==> src/rtl/seq_pipe_delay_if.sv <==
// Handshake, flush and observation bundle for seq_pipe_delay.
// master drives the pipeline inputs; slave is the pipeline itself.
interface seq_pipe_delay_if #(
    parameter int WIDTH = 4,
    parameter int DEPTH = 3
);
    localparam int CW = $clog2(DEPTH + 1);

    logic                   in_valid;
    logic [WIDTH-1:0]       in_data;
    logic                   in_ready;
    logic                   out_valid;
    logic [WIDTH-1:0]       out_data;
    logic                   out_ready;
    logic                   flush;
    logic [DEPTH-1:0]       tap_valid;
    logic [DEPTH*WIDTH-1:0] tap_data;
    logic [CW-1:0]          count;

    modport master (
        output in_valid, in_data, out_ready, flush,
        input  in_ready, out_valid, out_data, tap_valid, tap_data, count
    );

    modport slave (
        input  in_valid, in_data, out_ready, flush,
        output in_ready, out_valid, out_data, tap_valid, tap_data, count
    );
endinterface

==> src/rtl/seq_pipe_delay.sv <==
// Valid/ready delay pipeline of DEPTH stages with bubble collapsing, flush and taps.
// Define SEQ_PIPE_COUNTER_SRC_EN to feed stage 0 from an internal counter instead of in_data.
module seq_pipe_stage #(
    parameter int WIDTH = 4
) (
    input  logic             clk,
    input  logic             rst,
    input  logic             flush,
    input  logic             adv,
    input  logic             src_vld,
    input  logic [WIDTH-1:0] src_dat,
    output logic             vld,
    output logic [WIDTH-1:0] dat
);
    // Data only moves with a valid source so a bubble never overwrites held data.
    always_ff @(posedge clk or posedge rst) begin
        if (rst) begin
            vld <= 1'b0;
            dat <= '0;
        end else if (flush) begin
            vld <= 1'b0;
        end else if (adv) begin
            vld <= src_vld;
            if (src_vld) dat <= src_dat;
        end
    end
endmodule

module seq_pipe_delay #(
    parameter int WIDTH = 4,
    parameter int DEPTH = 3
) (
    input  logic                clk,
    input  logic                rst,
    seq_pipe_delay_if.slave     bus
);
    localparam int CW = $clog2(DEPTH + 1);

    // Index 0 is the stage-0 source; index i+1 is stage i.
    logic [DEPTH:0]            vld_pipe;
    logic [DEPTH:0][WIDTH-1:0] dat_pipe;
    logic [DEPTH-1:0]          adv;
    logic [WIDTH-1:0]          src_dat;
    logic                      in_xfer;
    logic                      out_xfer;
    logic [CW-1:0]             count_q;

    // A stage may advance if it is empty or everything after it advances.
    always_comb begin
        adv = '0;
        adv[DEPTH-1] = ~vld_pipe[DEPTH] | bus.out_ready;
        for (int i = DEPTH - 2; i >= 0; i--)
            adv[i] = ~vld_pipe[i+1] | adv[i+1];
    end

    assign bus.in_ready = adv[0] & ~bus.flush;
    assign in_xfer      = bus.in_valid & bus.in_ready;
    assign out_xfer     = vld_pipe[DEPTH] & bus.out_ready;

`ifdef SEQ_PIPE_COUNTER_SRC_EN
    logic [WIDTH-1:0] src_cnt;
    logic             unused_in_data;

    assign unused_in_data = ^bus.in_data;

    // Flush leaves the sequence position alone; only reset restarts it.
    always_ff @(posedge clk or posedge rst) begin
        if (rst)          src_cnt <= '0;
        else if (in_xfer) src_cnt <= src_cnt + 1'b1;
    end

    assign src_dat = src_cnt;
`else
    assign src_dat = bus.in_data;
`endif

    assign vld_pipe[0] = in_xfer;
    assign dat_pipe[0] = src_dat;

    for (genvar g = 0; g < DEPTH; g++) begin : g_stage
        seq_pipe_stage #(.WIDTH(WIDTH)) u_stage (
            .clk     (clk),
            .rst     (rst),
            .flush   (bus.flush),
            .adv     (adv[g]),
            .src_vld (vld_pipe[g]),
            .src_dat (dat_pipe[g]),
            .vld     (vld_pipe[g+1]),
            .dat     (dat_pipe[g+1])
        );
        assign bus.tap_valid[g]                 = vld_pipe[g+1];
        assign bus.tap_data[g*WIDTH +: WIDTH]   = dat_pipe[g+1];
    end

    always_ff @(posedge clk or posedge rst) begin
        if (rst) begin
            count_q <= '0;
        end else if (bus.flush) begin
            count_q <= '0;
        end else begin
            case ({in_xfer, out_xfer})
                2'b10:   count_q <= count_q + 1'b1;
                2'b01:   count_q <= count_q - 1'b1;
                default: count_q <= count_q;
            endcase
        end
    end

    assign bus.count     = count_q;
    assign bus.out_valid = vld_pipe[DEPTH];
    assign bus.out_data  = dat_pipe[DEPTH];
endmodule

==> src/flat_wrapper.sv <==
// flat-port wrapper written by rule: the top's interface ports become plain ports
module seq_pipe_delay_flat 
#(
    parameter int WIDTH = 4,
    parameter int DEPTH = 3
)
  (clk, rst, bus_in_valid, bus_in_data, bus_out_ready, bus_flush, bus_in_ready, bus_out_valid, bus_out_data, bus_tap_valid, bus_tap_data, bus_count);
  seq_pipe_delay_if #(.WIDTH(WIDTH), .DEPTH(DEPTH)) bus_i ();
  input  logic clk;
  input  logic rst;
  input wire logic [$bits(bus_i.in_valid)-1:0] bus_in_valid;
  input wire logic [$bits(bus_i.in_data)-1:0] bus_in_data;
  input wire logic [$bits(bus_i.out_ready)-1:0] bus_out_ready;
  input wire logic [$bits(bus_i.flush)-1:0] bus_flush;
  output wire logic [$bits(bus_i.in_ready)-1:0] bus_in_ready;
  output wire logic [$bits(bus_i.out_valid)-1:0] bus_out_valid;
  output wire logic [$bits(bus_i.out_data)-1:0] bus_out_data;
  output wire logic [$bits(bus_i.tap_valid)-1:0] bus_tap_valid;
  output wire logic [$bits(bus_i.tap_data)-1:0] bus_tap_data;
  output wire logic [$bits(bus_i.count)-1:0] bus_count;
  assign bus_i.in_valid = bus_in_valid;
  assign bus_i.in_data = bus_in_data;
  assign bus_i.out_ready = bus_out_ready;
  assign bus_i.flush = bus_flush;
  assign bus_in_ready = bus_i.in_ready;
  assign bus_out_valid = bus_i.out_valid;
  assign bus_out_data = bus_i.out_data;
  assign bus_tap_valid = bus_i.tap_valid;
  assign bus_tap_data = bus_i.tap_data;
  assign bus_count = bus_i.count;
  seq_pipe_delay #(.WIDTH(WIDTH), .DEPTH(DEPTH)) u_core (.clk(clk), .rst(rst), .bus(bus_i));
endmodule
==> config.mk <==
export PLATFORM = sky130hd
export DESIGN_NAME = seq_pipe_delay_flat
export DESIGN_NICKNAME = d
export VERILOG_FILES = /design/src/rtl/seq_pipe_delay_if.sv /design/src/rtl/seq_pipe_delay.sv /design/src/flat_wrapper.sv
export SDC_FILE = /design/constraint.sdc
export NUM_CORES = 1
export LEC_CHECK = 0
export CORE_MARGIN = 2
export CORE_UTILIZATION = 44
export DETAILED_ROUTE_END_ITERATION = 16
export PLACE_DENSITY = 0.81
export SYNTH_ARGS = -nofsm -noshare
export SYNTH_HDL_FRONTEND = slang
export SYNTH_SLANG_ARGS = --single-unit
export TNS_END_PERCENT = 20
==> constraint.sdc <==
create_clock -name clk -period 3.46 [get_ports clk]
set_clock_uncertainty 0.05 [all_clocks]
set_input_delay 0.692 -clock clk [delete_from_list [all_inputs] [get_ports clk]]
set_output_delay 0.692 -clock clk [all_outputs]
set_load 0.02 [all_outputs]
==> results of run 1 <==
[logic make-up (layout without fill, tap and decap cells)]
logic type      Yosys count  after routing  share of synthesized area, %
flops                    17             17                          53.7
buf+inv                  10             36                          9.00
simple gates             18             18                          13.0
xor+xnor                  2              2                          2.21
mux                      12             12                          19.0
compound gates            4              4                          3.16
[final timing paths]
check / to / slack, ns / cells after the start
worst max-delay path: bus_in_ready / 0.58 / 4
worst min-delay path: u_core.g_stage[2].u_stage.dat[0] / 0.48 / 1
worst max register to register: u_core.g_stage[0].u_stage.dat[1] / 1.77 / 3
worst min register to register: u_core.g_stage[2].u_stage.dat[0] / 0.48 / 1
max in group asynchronous: u_core.g_stage[1].u_stage.dat[3] / 2.24 / 2
min in group asynchronous: u_core.g_stage[2].u_stage.dat[1] / 0.72 / 2
[routing by layer]
| metal | routed length (um) | vias up |
|---|---|---|
| met2 | 762 | 16 |
| met4 | 12 | 0 |
| met3 | 46 | 2 |
| li1 | - | 259 |
| met1 | 580 | 258 |
| met5 | 0 | - |
[state kept, by name, summed over array words and instances (netlist names)]
| register | flops |
|---|---|
| u_core.bus.count | 2 |
| u_core.g_stage.u_stage.dat | 12 |
| u_core.g_stage.u_stage.vld | 3 |
[synthesized netlist by cell type]
library cell               count  share of area [%]
sky130_fd_sc_hd__buf_4         7                6.6
sky130_fd_sc_hd__mux2_2        8                 11
sky130_fd_sc_hd__xor2_1        1                1.1
sky130_fd_sc_hd__nand3b_1      1               0.95
sky130_fd_sc_hd__nand2_1       3                1.4
sky130_fd_sc_hd__nor3_1        3                1.9
sky130_fd_sc_hd__xnor2_1       1                1.1
sky130_fd_sc_hd__nor2_1        7                3.3
sky130_fd_sc_hd__inv_1         1               0.47
sky130_fd_sc_hd__a21o_1        1               0.95
sky130_fd_sc_hd__or3b_1        1                1.1
sky130_fd_sc_hd__buf_6         1                1.4
sky130_fd_sc_hd__a21oi_1       2                1.3
sky130_fd_sc_hd__o21a_1        1               0.95
sky130_fd_sc_hd__and2b_1       1               0.95
sky130_fd_sc_hd__dfrtp_1      17                 54
sky130_fd_sc_hd__clkbuf_1      1               0.47
sky130_fd_sc_hd__nor3b_2       1                1.6
sky130_fd_sc_hd__mux2_4        4                7.6
sky130_fd_sc_hd__and4b_4       1                1.7
[placed cells by master, fill, tap and decap left out, drive strengths merged]
master         count
xor2               1
a21oi              2
o21a               1
or3b               1
nor3               3
a21o               1
inv                1
mux2              12
clkdlybuf4s50     31
xnor2              1
and2b              1
nand3b             1
clkbuf             4
nand2              3
nor3b              1
and4b              1
nor2               7
dfrtp             17
[where the power goes]
group	total [uW]	switching, uW	internal, uW
Combinational	285	131	155
Sequential	276	33.8	242
Clock	102	57.4	44.8
Total	663	222	441
[area by class of cell]
type | count | area share [%]
clock buffer | 4 | 2.41
inverter | 1 | 0.344
multi-input combinational | 36 | 27.0
sequential | 17 | 38.9
tap | 25 | 2.86
timing repair buffer | 31 | 28.4
[stage by stage]
| step | cell area (um2) | util, % | instances | power (uW) | setup WS [ns] |
|---|---|---|---|---|---|
| floorplan | 792 | - | 63 | 446 | 1.54 |
| global placement | 1070 | 62.4 | 110 | 560 | 0.625 |
| detailed placement | 1070 | 62.4 | 110 | 570 | 0.584 |
| CTS | 1090 | 64.0 | 114 | 675 | 0.582 |
| global route | 1090 | 64.0 | 114 | 698 | 0.505 |
| finish | 1090 | 64.0 | 114 | 663 | 0.584 |
==> run summary, run 1 <==
========================================================================
Number of max-capacitance violations reported .............            0
Relative slew slack .......................................        58.6%
Count of filler cells inserted in the layout ..............          140
Peak Freq .................................................      348 MHz
Largest net degree at the start of global routing .........           18
1st-pass router iterations ................................            4
Horizontal die dimension ..................................      46.4 um
Clock-pin slew on the worst setup and hold paths ..........      0.09 ns
Leak ......................................................  0.000472 uW
Avg Vias per Cell .........................................         4.69
Share of cells above drive strength 1 .....................        19.1%
Hold_buf cts ..............................................            0
Post-DP HPWL ..............................................      1.12 mm
Final Critical Period .....................................      2.88 ns
Fin. Hold Viols ...........................................            0
Global routing usage on met1 ..............................        17.4%
Starting density of the core ..............................        46.4%
Starting DRT DRC Count ....................................            8
CTS Sinks .................................................           17
Net total in the final layout .............................           99
Die Span Y ................................................      46.4 um
Number of warnings printed during yosys synthesis .........            0
Cell family with the largest share of critical-path delay . buffers and inverters
Post-synth design cell area ...............................      792 um2
Total detailed-routing wirelength .........................      1.40 mm
Total of flip-flops plus latches after synthesis ..........           17
Routed vias ...............................................          535
Post-route setup TNS ......................................         0 ns
Global-route wire length before repair ....................      2.13 mm
Critical Path Start ....................................... bus_out_ready
Sequential Area ...........................................      425 um2
Setup-violating endpoint count in the final report ........            0
IO Port Bufs ..............................................           31
GR Layer Usage met2 .......................................        23.9%
Register area share after synthesis .......................        53.7%
Number of global-route vias before repair .................          490
Launching point of the worst reg2reg path ................. u_core.g_stage[1].u_stage.vld
Area growth from synthesis to layout ......................        37.9%
Total die area ............................................     2160 um2
Class of the tightest hold or removal check ............... register to register
Worst Hold Launch ......................................... u_core.g_stage[2].u_stage.dat[0]
Latest clock arrival within the worst-skew pair ...........      0.28 ns
Post-cts sizing count .....................................            0
Worst hold-check slack ....................................     0.484 ns
Post-CTS Setup Repair Bufs ................................            0
Number of buffers added by the clock tree synthesis step ..            3
Post-detailed-route DRC marker count ......................            0
Antenna violations before repair ..........................            0
Data arrival time of the worst path .......................      2.13 ns
Standard cell core area ...................................     1710 um2
Outcome ................................................... complete, no violations
Setup repair after global routing missed its margin .......        false
Avg Synthesized Cell Area .................................     12.6 um2
Classification of the worst setup path .................... primary input to output pin
Worst setup SP type ....................................... primary input
Number of primary I/O pins ................................           32
Number of rows in the core area ...........................           15
Area of the multi-input gates .............................      295 um2
Synthesized Nets ..........................................           72
Tightest Pin Transition ...................................     0.620 ns
Crit Path Max Fanout ......................................            4
Capturing element type of the critical path ...............   output pin
Clock tree from TritonCTS .................................          yes
Crit path cell chain ...................................... clkdlybuf4s50_1, and4b_4, nor2_1, clkdlybuf4s50_1
Number of buffers and inverters on the critical path ......            2
GRT Overall Usage .........................................        14.2%
Busiest metal layer after global routing ..................         met2
Level count of the clock H-tree ...........................            1
Most repeated library cell on the critical path ........... sky130_fd_sc_hd__clkdlybuf4s50_1
Pins Over Slew Limit ......................................            0
CP max stage cell ......................................... sky130_fd_sc_hd__clkdlybuf4s50_1
Remaining antenna violation count after routing ...........            0
Average wire length per cell after detail routing .........      12.3 um
Largest stage delay on the critical path ..................      0.61 ns
Maximum count of clock buffers along a single path ........            2
Crit share post-route .....................................        83.1%
Global routing met3 resource utilization ..................        2.35%
Maximum VDD drop ..........................................   0.000245 V
Instance count of the mapped netlist ......................           63
Routability-driven placement congestion ratio .............        0.831
Worst Path Required .......................................      2.72 ns
Unique masters post-synth .................................           20
Root cell of the clock tree ............................... sky130_fd_sc_hd__clkbuf_4
Power density relative to cell area .......................   607 nW/um2
Antenna diode instance count ..............................            0
Residual overflow from global routing .....................            0
========================================================================
Note: power is estimated with default switching activity, not from simulation.
==> run 2: changes to the inputs <==
--- a/config.mk
+++ b/config.mk
@@ -6,9 +6,9 @@
 export NUM_CORES = 1
 export LEC_CHECK = 0
 export CORE_MARGIN = 2
-export CORE_UTILIZATION = 44
+export CORE_UTILIZATION = 41
 export DETAILED_ROUTE_END_ITERATION = 16
-export PLACE_DENSITY = 0.81
+export PLACE_DENSITY = 0.77
 export SYNTH_ARGS = -nofsm -noshare
 export SYNTH_HDL_FRONTEND = slang
 export SYNTH_SLANG_ARGS = --single-unit
==> constraint.sdc (replaced) <==
create_clock -name clk -period 2.7 [get_ports clk]
set_clock_uncertainty 0.05 [all_clocks]
set_input_delay 0.54 -clock clk [delete_from_list [all_inputs] [get_ports clk]]
set_output_delay 0.54 -clock clk [all_outputs]
set_load 0.02 [all_outputs]
==> run 2 against run 1 <==
Critical path depth did not move. Count of clock-buffer cells in the layout did not move. Hold slack improved by 0.0044 ns. Flip-flop and latch count did not move. Utilization fell by 1.6 points. Non-clock buffer count rose by 1. Setup slack got worse by 0.44 ns. Sequential power rose by 28%. Combinational power rose by 28%. Sequential share of layout area fell by 0.27 points. Via count fell by 0.37%. Final area rose by 0.69%. Critical endpoint unchanged.
==> run summary, run 2 (same netlist as run 1, synthesis figures left out) <==
===============================================================================
1st-pass router iterations .......................................            2
Average wire length per cell after detail routing ................      11.4 um
Number of max-capacitance violations reported ....................            0
Number of buffers and inverters on the critical path .............            2
Routed vias ......................................................          533
Hold Path Cell Cnt ...............................................            1
Tightest Pin Transition ..........................................     0.632 ns
Classification of the worst setup path ........................... primary input to output pin
Antenna violations before repair .................................            0
Peak Freq ........................................................      392 MHz
Outcome .......................................................... complete, no violations
Commonest cells after routing, fill and taps aside ............... 31 x sky130_fd_sc_hd__clkdlybuf4s50_1, 17 x sky130_fd_sc_hd__dfrtp_1, 8 x sky130_fd_sc_hd__mux2_2
Total die area ...................................................     2300 um2
Fin. Hold Viols ..................................................            0
Post-route setup TNS .............................................         0 ns
Antenna diode instance count .....................................            0
Avg Vias per Cell ................................................         4.63
Leak .............................................................  0.000477 uW
Data arrival time of the worst path ..............................      1.96 ns
Number of global-route vias before repair ........................          509
Largest Register ................................................. u_core.g_stage.u_stage.dat
Final Critical Period ............................................      2.55 ns
Logic depth of the worst setup path including buffers ............            4
Latest clock arrival within the worst-skew pair ..................      0.28 ns
Starting density of the core .....................................        44.9%
Final worst slack ................................................     0.148 ns
Area growth from synthesis to layout .............................        38.9%
CP max stage cell ................................................ sky130_fd_sc_hd__clkdlybuf4s50_1
Crit Path Max Fanout .............................................            4
Post-cts sizing count ............................................            0
Cell area after layout ...........................................     1100 um2
Setup-violating endpoint count in the final report ...............            0
Die Span Y .......................................................      48.0 um
Most common library cell in the layout ignoring fill and taps .... sky130_fd_sc_hd__clkdlybuf4s50_1
Pins Over Slew Limit .............................................            0
Setup repair after global routing missed its margin ..............        false
Maximum count of clock buffers along a single path ...............            2
Capturing element type of the critical path ......................   output pin
Global-route wire length before repair ...........................      2.17 mm
Number of rows in the core area ..................................           15
Horizontal die dimension .........................................      48.0 um
Root cell of the clock tree ...................................... sky130_fd_sc_hd__clkbuf_4
Routability-driven placement congestion ratio ....................        0.761
Post-CTS Setup Repair Bufs .......................................            0
Share of cells above drive strength 1 ............................        20.0%
Standard cell core area ..........................................     1760 um2
Crit share post-route ............................................        94.5%
Class of the tightest hold or removal check ...................... register to register
Largest net degree at the start of global routing ................           18
Number of cells traversed by the worst register-to-register path .            3
Post-DP HPWL .....................................................      1.05 mm
Net total in the final layout ....................................          100
Cell family with the largest share of critical-path delay ........ buffers and inverters
Remaining antenna violation count after routing ..................            0
Standard cell area after detailed placement ......................     1070 um2
Number of primary I/O pins .......................................           32
CTS Sinks ........................................................           17
Worst setup SP type .............................................. primary input
Total detailed-routing wirelength ................................      1.31 mm
Clock tree from TritonCTS ........................................          yes
Most repeated library cell on the critical path .................. sky130_fd_sc_hd__clkdlybuf4s50_1
Relative slew slack ..............................................        57.8%
IO Port Bufs .....................................................           31
Number of flip-flops under the largest register name .............           12
Level count of the clock H-tree ..................................            1
GRT Overall Usage ................................................        13.9%
Worst Path Required ..............................................      2.11 ns
Hold_buf cts .....................................................            0
Worst slack after detailed placement .............................     0.132 ns
Clock-pin slew on the worst setup and hold paths .................      0.09 ns
Largest stage delay on the critical path .........................      0.61 ns
Starting DRT DRC Count ...........................................            3
Crit path cell chain ............................................. clkdlybuf4s50_1, and4b_4, nor2_1, clkdlybuf4s50_1
Residual overflow from global routing ............................            0
Number of buffers added by the clock tree synthesis step .........            3
Maximum VDD drop .................................................   0.000476 V
Post-detailed-route DRC marker count .............................            0
Power density relative to cell area ..............................   767 nW/um2
===============================================================================
run 2: report_power, final:
group          leakage, uW  internal (uW)  switching (uW)  total (uW)
Combinational     0.000252            199             165         364
Sequential        0.000210            310            43.3         354
Clock            0.0000150           57.2            68.7         126
run 2: metrics by stage:
step	util (%)	hold slack (ns)	power, uW	instances
6_report	62.3	0.488	843	115
2_1_floorplan	-	0.416	571	63
3_3_place_gp	60.9	0.462	719	111
3_5_place_dp	60.9	0.472	728	111
5_1_grt	62.3	0.515	893	115
4_1_cts	62.3	0.491	856	115
run 2: worst paths after layout:
| path | slack (ns) | startpoint | to |
|---|---|---|---|
| max | 0.15 | bus_out_ready | bus_in_ready |
| max in group asynchronous | 1.60 | rst | u_core.g_stage[1].u_stage.dat[3] |
| min reg2reg | 0.49 | u_core.g_stage[2].u_stage.dat[3] | u_core.g_stage[2].u_stage.dat[3] |
| min in group asynchronous | 0.59 | rst | u_core.g_stage[2].u_stage.dat[0] |
| min | 0.49 | u_core.g_stage[2].u_stage.dat[3] | u_core.g_stage[2].u_stage.dat[3] |
| max reg2reg | 1.01 | u_core.g_stage[1].u_stage.vld | u_core.g_stage[0].u_stage.dat[2] |
run 2: final cells by class:
type                            instances  area [um2]
Timing Repair Buffer                   32         318
Tap cell                               25        31.3
Sequential cell                        17         425
Fill cell                             174         664
Clock buffer                            4        26.3
Inverter                                1        3.75
Multi-Input combinational cell         36         295
run 2: per-layer routing:
| metal | up-vias | wire [um] | global-route usage [%] | share of wire, % |
|---|---|---|---|---|
| met5 | - | 0 | 0 | 0 |
| met4 | 0 | 19 | 4.86 | 1.4 |
| met3 | 2 | 68 | 4.91 | 5.2 |
| met2 | 17 | 661 | 23.2 | 50 |
| met1 | 253 | 564 | 16.7 | 43 |
| li1 | 261 | - | - | - |
